==> src/rtl/acc_feed_sequencer.sv <==
// Accumulator feed sequencer: walks clear, term, bias and wait phases,
// streaming RAM terms and bias to the accumulator and capturing its sum.
module acc_feed_sequencer #(
    parameter int N_INPUTS     = 4,
    parameter int HOLD_CYCLES  = 7,
    parameter int CLEAR_CYCLES = 2,
    parameter int RESULT_WAIT  = 1,
    parameter int ADDR_W       = 8
) (
    input  logic              clk,
    input  logic              rstn,
    input  logic              start,
    input  logic [31:0]       bias_in,
    output logic              busy,
    output logic              done,
    output logic              mem_rd_en,
    output logic [ADDR_W-1:0] mem_addr,
    input  logic [31:0]       mem_rdata,
    output logic [31:0]       counter,
    output logic [31:0]       value_out,
    output logic [31:0]       bias_out,
    input  logic [31:0]       acc_result,
    output logic [31:0]       result,
    output logic              result_valid
);

    typedef enum logic [2:0] {
        S_IDLE,
        S_CLEAR,
        S_FEED,
        S_BIAS,
        S_WAIT,
        S_DONE
    } state_t;

    localparam logic [31:0] LP_N        = 32'(N_INPUTS);
    localparam logic [31:0] LP_BIAS_IDX = 32'(N_INPUTS + 1);
    localparam logic [31:0] LP_HOLD_END = 32'(HOLD_CYCLES - 1);
    localparam logic [31:0] LP_HOLD_RD  = 32'(HOLD_CYCLES - 2);
    localparam logic [31:0] LP_CLR_END  = 32'(CLEAR_CYCLES - 1);
    localparam logic [31:0] LP_CLR_RD   = 32'(CLEAR_CYCLES - 2);
    localparam logic [31:0] LP_WAIT_END = 32'(RESULT_WAIT - 1);

    state_t            r_state;
    state_t            w_state_nxt;
    logic [31:0]       r_hold;
    logic [31:0]       w_hold_nxt;
    logic [31:0]       r_idx;
    logic [31:0]       w_idx_nxt;

    logic              r_busy;
    logic              r_done;
    logic              r_rd_en;
    logic [ADDR_W-1:0] r_addr;
    logic [31:0]       r_counter;
    logic [31:0]       r_value;
    logic [31:0]       r_bias;
    logic [31:0]       r_result;
    logic              r_result_valid;

    logic              w_busy;
    logic              w_done;
    logic              w_rd_en;
    logic [ADDR_W-1:0] w_addr;
    logic [31:0]       w_counter;
    logic [31:0]       w_value;
    logic [31:0]       w_bias;
    logic [31:0]       w_result;
    logic              w_result_valid;

    always_ff @(posedge clk) begin
        if (!rstn) begin
            r_state        <= S_IDLE;
            r_hold         <= '0;
            r_idx          <= '0;
            r_busy         <= 1'b0;
            r_done         <= 1'b0;
            r_rd_en        <= 1'b0;
            r_addr         <= '0;
            r_counter      <= '0;
            r_value        <= '0;
            r_bias         <= '0;
            r_result       <= '0;
            r_result_valid <= 1'b0;
        end else begin
            r_state        <= w_state_nxt;
            r_hold         <= w_hold_nxt;
            r_idx          <= w_idx_nxt;
            r_busy         <= w_busy;
            r_done         <= w_done;
            r_rd_en        <= w_rd_en;
            r_addr         <= w_addr;
            r_counter      <= w_counter;
            r_value        <= w_value;
            r_bias         <= w_bias;
            r_result       <= w_result;
            r_result_valid <= w_result_valid;
        end
    end

    // DONE is a one-cycle non-IDLE state so a start alongside done is dropped
    always_comb begin
        w_state_nxt = r_state;
        w_hold_nxt  = r_hold;
        w_idx_nxt   = r_idx;
        unique case (r_state)
            S_IDLE: begin
                if (start) begin
                    w_state_nxt = S_CLEAR;
                    w_hold_nxt  = '0;
                    w_idx_nxt   = '0;
                end
            end
            S_CLEAR: begin
                if (r_hold == LP_CLR_END) begin
                    w_state_nxt = S_FEED;
                    w_hold_nxt  = '0;
                    w_idx_nxt   = 32'd1;
                end else begin
                    w_hold_nxt = r_hold + 32'd1;
                end
            end
            S_FEED: begin
                if (r_hold == LP_HOLD_END) begin
                    w_hold_nxt = '0;
                    w_idx_nxt  = r_idx + 32'd1;
                    if (r_idx == LP_N) begin
                        w_state_nxt = S_BIAS;
                    end
                end else begin
                    w_hold_nxt = r_hold + 32'd1;
                end
            end
            S_BIAS: begin
                if (r_hold == LP_HOLD_END) begin
                    w_state_nxt = S_WAIT;
                    w_hold_nxt  = '0;
                end else begin
                    w_hold_nxt = r_hold + 32'd1;
                end
            end
            S_WAIT: begin
                if (r_hold == LP_WAIT_END) begin
                    w_state_nxt = S_DONE;
                    w_hold_nxt  = '0;
                    w_idx_nxt   = '0;
                end else begin
                    w_hold_nxt = r_hold + 32'd1;
                end
            end
            S_DONE: begin
                w_state_nxt = S_IDLE;
            end
            default: begin
                w_state_nxt = S_IDLE;
                w_hold_nxt  = '0;
                w_idx_nxt   = '0;
            end
        endcase
    end

    // Outputs are decoded from the next state so every port is a flop
    always_comb begin
        w_busy         = 1'b0;
        w_counter      = '0;
        w_value        = '0;
        w_rd_en        = 1'b0;
        w_addr         = r_addr;
        w_bias         = r_bias;
        w_result       = r_result;
        w_result_valid = 1'b0;
        w_done         = 1'b0;

        if (r_state == S_IDLE && start) begin
            w_bias = bias_in;
        end

        unique case (w_state_nxt)
            S_CLEAR: begin
                w_busy = 1'b1;
                if (w_hold_nxt == LP_CLR_RD) begin
                    w_rd_en = 1'b1;
                    w_addr  = '0;
                end
            end
            S_FEED: begin
                w_busy    = 1'b1;
                w_counter = w_idx_nxt;
                w_value   = (w_hold_nxt == '0) ? mem_rdata : r_value;
                if (w_idx_nxt < LP_N && w_hold_nxt == LP_HOLD_RD) begin
                    w_rd_en = 1'b1;
                    w_addr  = w_idx_nxt[ADDR_W-1:0];
                end
            end
            S_BIAS, S_WAIT: begin
                w_busy    = 1'b1;
                w_counter = LP_BIAS_IDX;
            end
            default: begin
                w_busy = 1'b0;
            end
        endcase

        if (r_state == S_WAIT && w_state_nxt == S_DONE) begin
            w_result       = acc_result;
            w_result_valid = 1'b1;
            w_done         = 1'b1;
        end
    end

    assign busy         = r_busy;
    assign done         = r_done;
    assign mem_rd_en    = r_rd_en;
    assign mem_addr     = r_addr;
    assign counter      = r_counter;
    assign value_out    = r_value;
    assign bias_out     = r_bias;
    assign result       = r_result;
    assign result_valid = r_result_valid;

endmodule

==> config.mk <==
export PLATFORM = sky130hd
export DESIGN_NAME = acc_feed_sequencer
export DESIGN_NICKNAME = d
export VERILOG_FILES = /design/src/rtl/acc_feed_sequencer.sv
export SDC_FILE = /design/constraint.sdc
export NUM_CORES = 1
export LEC_CHECK = 0
export ABC_CLOCK_PERIOD_IN_PS = 3300
export CAP_MARGIN = 20
export CORE_MARGIN = 5
export CORE_UTILIZATION = 47
export CTS_BUF_LIST = sky130_fd_sc_hd__clkbuf_4
export CTS_CLUSTER_DIAMETER = 150
export DETAILED_ROUTE_END_ITERATION = 8
export GPL_TIMING_DRIVEN = 0
export PLACE_DENSITY = 0.79
export SETUP_SLACK_MARGIN = 0.05
export SYNTH_ARGS = -nofsm -noshare
export SYNTH_HDL_FRONTEND = slang
export SYNTH_SLANG_ARGS = --single-unit
==> constraint.sdc <==
create_clock -name clk -period 3.3 [get_ports clk]
set_clock_uncertainty 0.1 [all_clocks]
set_input_delay 0.495 -clock clk [delete_from_list [all_inputs] [get_ports clk]]
set_output_delay 0.495 -clock clk [all_outputs]
set_load 0.1 [all_outputs]
Word level (Yosys, flattened, before mapping)
Index checks and enable logic that the tools add are counted.
{ "totals": {"regBits": 206, "in_bits": 99, "wordCells": 69} }
{ "op_classes": {"n_addsub": 2, "order_cmp": 1, "n_eq_ne": 16, "mux": 26, "reduce_logical": 13} }
{ "op_table": {"columns": ["operator", "count"], "rows": [
  ["32-bit one-hot mux with 5 select lines", 2],
  ["32-bit two-way mux", 8],
  ["32-bit by 3-bit equality test with 1-bit output, second input constant", 3],
  ["32-bit by 1-bit adder with 32-bit output, second input constant", 2],
  ["32-bit logical NOT", 2],
  ["32-bit one-hot mux with 2 select lines", 1],
  ["32-bit by 1-bit equality test with 1-bit output, second input constant", 1],
  ["32-bit by 3-bit less-than comparator with 1-bit output, second input constant", 1],
  ["3-bit two-way mux", 6],
  ["8-bit two-way mux", 2],
  ["8-bit one-hot mux with 2 select lines", 1],
  ["3-bit one-hot mux with 5 select lines", 1],
  ["3-bit by 2-bit equality test with 1-bit output, second input constant", 4],
  ["3-bit equality test, second input constant", 4],
  ["3-bit by 1-bit equality test with 1-bit output, second input constant", 2],
  ["2-bit OR reduction", 3],
  ["1-bit two-way mux", 4],
  ["2-bit inequality test, second input constant", 2],
  ["4-bit OR reduction", 1],
  ["1-bit logical AND", 3],
  ["3-bit logical NOT", 1],
  ["3-bit AND reduction", 1],
  ["1-bit one-hot mux with 2 select lines", 1],
  ["2-bit AND reduction", 1],
  ["2-bit nonzero test", 1]
]} }

Longest topological paths before layout
{ "logic_depth": {"word_depth": 7, "mapped_depth": 14} }

Least setup slack after synthesis
No wires, ideal clock.
{ "synth_path": {"kind": "register to register", "from": "register r_hold[1]", "to": "register r_value[15] (netlist: value_out[15])", "arrival_ps": 3183, "setup_slack_ps": -115, "stages_incl_launch_ff": 14, "path_cell_list": "dfxtp_1 -> ha_1 -> nand3_1 -> nor3_2 -> and3_1 -> buf_2 -> and3_1 -> o21ai_1 -> a221o_1 -> or4_1 -> buf_2 -> buf_2 -> o31ai_1 -> a21oi_1"} }
{ "synth_via": {"elab_chain_len": 5} }
{ "synth_rtl": {"columns": ["item", "line", "text"], "rows": [
  ["from (decl)", "46", "logic [31:0] r_hold;"],
  ["from (signal assigned)", "87", "r_hold <= w_hold_nxt;"],
  ["branches (longest 5 deep; another with 32-bit by 1-bit adder with 32-bit output)", null, null],
  ["to (signal assigned)", "94", "r_value <= w_value;"],
  ["to (decl)", "56", "logic [31:0] r_value;"]
]} }
Parallel ways; which one is timed is not known.
A chain may end at the register's enable or synchronous reset.

Worst setup path after layout
{ "layout_path": {"from": "register r_hold[2]", "to": "register r_addr[0] (netlist: mem_addr[0])"} }
{ "layout_via": {"elab_chain_len": 7} }
{ "layout_rtl": {"columns": ["item", "line", "text"], "rows": [
  ["32-bit by 1-bit adder with 32-bit output (tied with other cells)", null, null],
  ["32-bit two-way mux, on equally long branches", null, null],
  ["32-bit one-hot mux with 5 select lines", "106", "unique case (r_state)"],
  ["32-bit by 3-bit equality test with 1-bit output / 32-bit by 3-bit less-than comparator with 1-bit output (equally long branches)", "190", "if (w_idx_nxt < LP_N && w_hold_nxt == LP_HOLD_RD) begin"],
  ["1-bit logical AND", "190", null],
  ["2-bit inequality test (no line)", null, null],
  ["3-bit AND reduction (no line)", null, null],
  ["to (signal assigned)", "92", "r_addr <= w_addr;"],
  ["to (decl)", "54", "logic [ADDR_W-1:0] r_addr;"]
]} }
Parallel ways exist; a longest one is shown, timed or not. The select of a mux whose other input is x is not followed.

==> metrics.md <==
| Metric | Value |
|---|---|
| Fin. max-slew vios | `0` |
| Leakage | `5.43 nW` |
| Ratio of cells with drive above 1 in the final layout | `20.9%` |
| GP Congestion | `1.03` |
| Worst Hold End | `bias_out[7]` |
| Chip Width | `158 um` |
| Worst-path fanout max | `10` |
| Vias in the first global route | `11,700` |
| Clk Tree Root Cell | `clkbuf_4` |
| Area of the mapped netlist | `slightly above 0.01 mm2` |
| ANT nets after route | `0` |
| R2R Path Start | `r_hold[2]` |
| Worst endpoint data arrival time | `3.90 ns` |
| # clock sinks | `206` |
| Via density | `6.13` |
| Die Span Y | `158 um` |
| Placed Cells | `approximately 1,800` |
| Share of the synthesized area in the top cell type | `40.0%` |
| Headroom to the max-slew limit | `28.7%` |
| Worst Max-Slew Pin Slew | `1.07 ns` |
| Total vias in the final route | `about 12,000` |
| Pin count of the biggest net entering global routing | `15` |
| R2r endpoint | `mem_addr[0]` |
| Ys async rst share | `0%` |
| Hold depth | `3` |
| Setup violations, final | `41` |
| Pwr Density | `420 mW/mm2` |
| Crit start category | `flop` |
| Final setup margin | `-0.180 ns` |
| DRT iter0 DRCs | `approximately 1,500` |
| Fillers | `1,717` |
| I/O Buffers | `237` |
| CTS tree | `built` |
| Combinational fraction of design power | `26.7%` |
| Largest cells by area after synthesis | `dfxtp_1 40%, a21oi_1 7.7%, nand2_1 7.6%, nand4_1 4.0%, nor2_1 3.9%` |
| Post-Synthesis Cells | `~1,300` |
| Post-synthesis register bit count | `around 210` |
| Synth Flop Type | `dfxtp_1` |
| Max IR drop VDD | `roughly 0.00029 V` |
| Sw power | `2.30 mW` |
| TritonRoute pass-1 iters | `6` |
| Reg2Reg Depth | `12` |
| Die area | `0.0250 mm2` |
| Mapped Nets | `1,432` |
| CP endpoint kind | `flop` |
| Clk_lat worst skew | `0.70 ns` |
| Sw frac | `a little over a third` |
| Yosys warning total | `0` |
| Total grt overflow | `0` |
| Final HPWL DP | `~29 mm` |
| R2R setup slack | `-0.18 ns` |
| Final worst-path cycle share | `105%` |
| Post-route DRC | `0` |
| Max-cap violations | `0` |
| Nets | `1,781` |
| FP Rows | `54` |
| Routed WL | `41.7 mm` |
| WP data required | `3.72 ns` |
| Status | `finished, violations left` |
| Initial Util | `a little under half` |
| Syn Area/Cell | `7.77 um2` |
| Clock power frac | `between 30% and 40%` |
| Wire length per cell | `21.0 um` |
| Hold WC Path Type | `in -> reg` |
| Failing checks | `negative setup slack` |
| Register share of total power | `between 40% and 50%` |
| Total GRT Usage | `31.7%` |
| Fmax | `287 MHz` |
| Num CTS Buffers | `53` |
| Top cell type by total area after synthesis | `dfxtp_1` |
| Total Power | `6.40 mW` |
| Hold path start | `bias_in[7]` |
| Final Hold Fails | `0` |
| RSZ-0062 raised after global routing | `yes` |
| H-tree lvl count | `2` |
| Post-synth EDFFs | `0` |
| Area delta synth->final | `47.9%` |
| Post-route minimum period | `~3.5 ns` |
| Core ar. | `0.0217 mm2` |
| Max Root-Sink Buffers | `3` |
| First-pass GRT wire length | `63.6 mm` |
| CTS clock-pin slew for the worst setup and hold paths | `0.08 ns` |
| Internal power | `~4.1 mW` |
| Unique masters post-synth | `72` |
| Setup TNS | `-5.23 ns` |
| Fin util | `between 70% and 80%` |
| Ports | `around 240` |
| Final non-filler cell total | `1,989` |
| Sequential area share after synthesis | `40.0%` |
| Initial antenna violation count | `1` |
| Critical path class | `reg -> reg` |
[registers in the layout, indices dropped and copies added, names as in the netlist]
| register | cells |
|---|---|
| result | 32 |
| r_hold | 32 |
| mem_rd_en | 1 |
| mem_addr | 8 |
| counter | 32 |
| busy | 1 |
| bias_out | 32 |
| r_idx | 32 |
| r_state | 3 |
| value_out | 32 |
| result_valid | 1 |
[area by class of cell]
cell class	count	area [um2]	share of cell area [%]
Antenna cell	2	5.00	0.0328
Buffer	97	597	3.91
Clock buffer	67	503	3.30
Clock inverter	19	110	0.722
Inverter	11	41.3	0.271
Multi-Input combinational cell	997	6490	42.6
Sequential cell	206	4160	27.3
Tap cell	280	350	2.30
Timing Repair Buffer	310	2990	19.6
[what timing repair did]
| action | CTS | global route |
|---|---|---|
| pin swaps | 60 | 22 |
| cloned | 2 | 0 |
| hold buffers | 0 | 0 |
| endpoints found under the setup margin | 116 | 64 |
| buffers inserted | 60 | 9 |
| resized for setup | 194 | 60 |
[critical path: stages (launching register included)]
cell       delay, ns
dfxtp_2         0.43
buf_4           0.21
nand4_1         0.22
nor3_1          0.33
a211o_1         0.19
o2111ai_1       0.17
nor4_2          0.30
nand4b_1        0.16
o41a_1          0.56
buf_6           0.19
buf_8           0.16
o211ai_1        0.20
o311ai_2        0.12
[cell families (layout without fill, tap and decap cells)]
logic type / after synthesis / after routing / synth area share (%)
AND/OR/NAND/NOR: 622 / 623 / 31.7
AO/OA/AOI/OAI: 345 / 345 / 20.7
flip-flops: 206 / 206 / 40.0
buffers and inverters: 125 / 504 / 4.94
XOR/XNOR: 20 / 20 / 1.70
adder cells (fa/ha/maj): 6 / 6 / 0.728
multiplexers: 3 / 3 / 0.291
other: 0 / 2 / 0
[power by group through the flow]
stage / Sequential, mW / Clock [mW] / Combinational, mW
floorplan: 2.99 / 0 / 0.621
global placement: 2.63 / 0 / 1.44
detailed placement: 2.64 / 0 / 1.45
CTS: 2.58 / 2.14 / 1.63
global route: 2.59 / 2.30 / 1.80
finish: 2.58 / 2.11 / 1.71
[stage by stage]
| step | area (um2) | setup slack, ns | hold slack [ns] |
|---|---|---|---|
| after CTS | 15000 | -0.0304 | 0.199 |
| final | 15200 | -0.180 | 0.252 |
| after detailed placement | 13100 | -1.00 | 0.331 |
| after global placement | 13100 | -1.16 | 0.321 |
| after global routing | 15200 | -0.294 | 0.215 |
| after floorplan | 10400 | 0.0516 | 0.404 |
[layer usage]
layer  track usage [%]  part of all wire (%)
met4              15.8                   5.4
met2              51.6                    47
met5                 0                     0
met3              7.41                   9.8
met1              39.6                    38
[cells in the final DEF, fill, tap and decap left out, types with 15 or more instances in the layout]
cell               n
buf_4             72
buf_6             15
nand2_1          204
o21ai_0           42
nor3_1            24
and3_1            25
and2_1            21
dfxtp_2           17
dfxtp_1          186
nor2_1           103
clkbuf_4          71
nor4_4            15
o31ai_2           18
clkbuf_1          46
a21oi_1          153
clkdlybuf4s50_1  237
nand4_1           66
nand3_1           32
[worst max path at each step]
stage,from,endpoint,slack (ns),cells after the start
2_1_floorplan,r_hold[13],mem_addr[0],0.05,13
3_3_place_gp,r_hold[19],counter[22],-1.16,11
3_5_place_dp,start,mem_addr[0],-1.00,11
4_1_cts,r_hold[16],value_out[3],-0.03,12
5_1_grt,r_hold[14],mem_addr[0],-0.29,10
6_report,r_hold[2],mem_addr[0],-0.18,12
[cell usage after synthesis, types with 18 or more instances]
cell,n
o21ai_0,46
o31ai_1,35
and3_1,27
dfxtp_1,206
nand4_1,66
clkbuf_1,84
nand2_1,210
buf_2,23
nor4_1,23
a21oi_1,158
a31oi_1,18
nor3_1,31
nand3_1,36
nor2_1,108
and2_1,25
No activity file was read; power rests on OpenSTA's default activity.
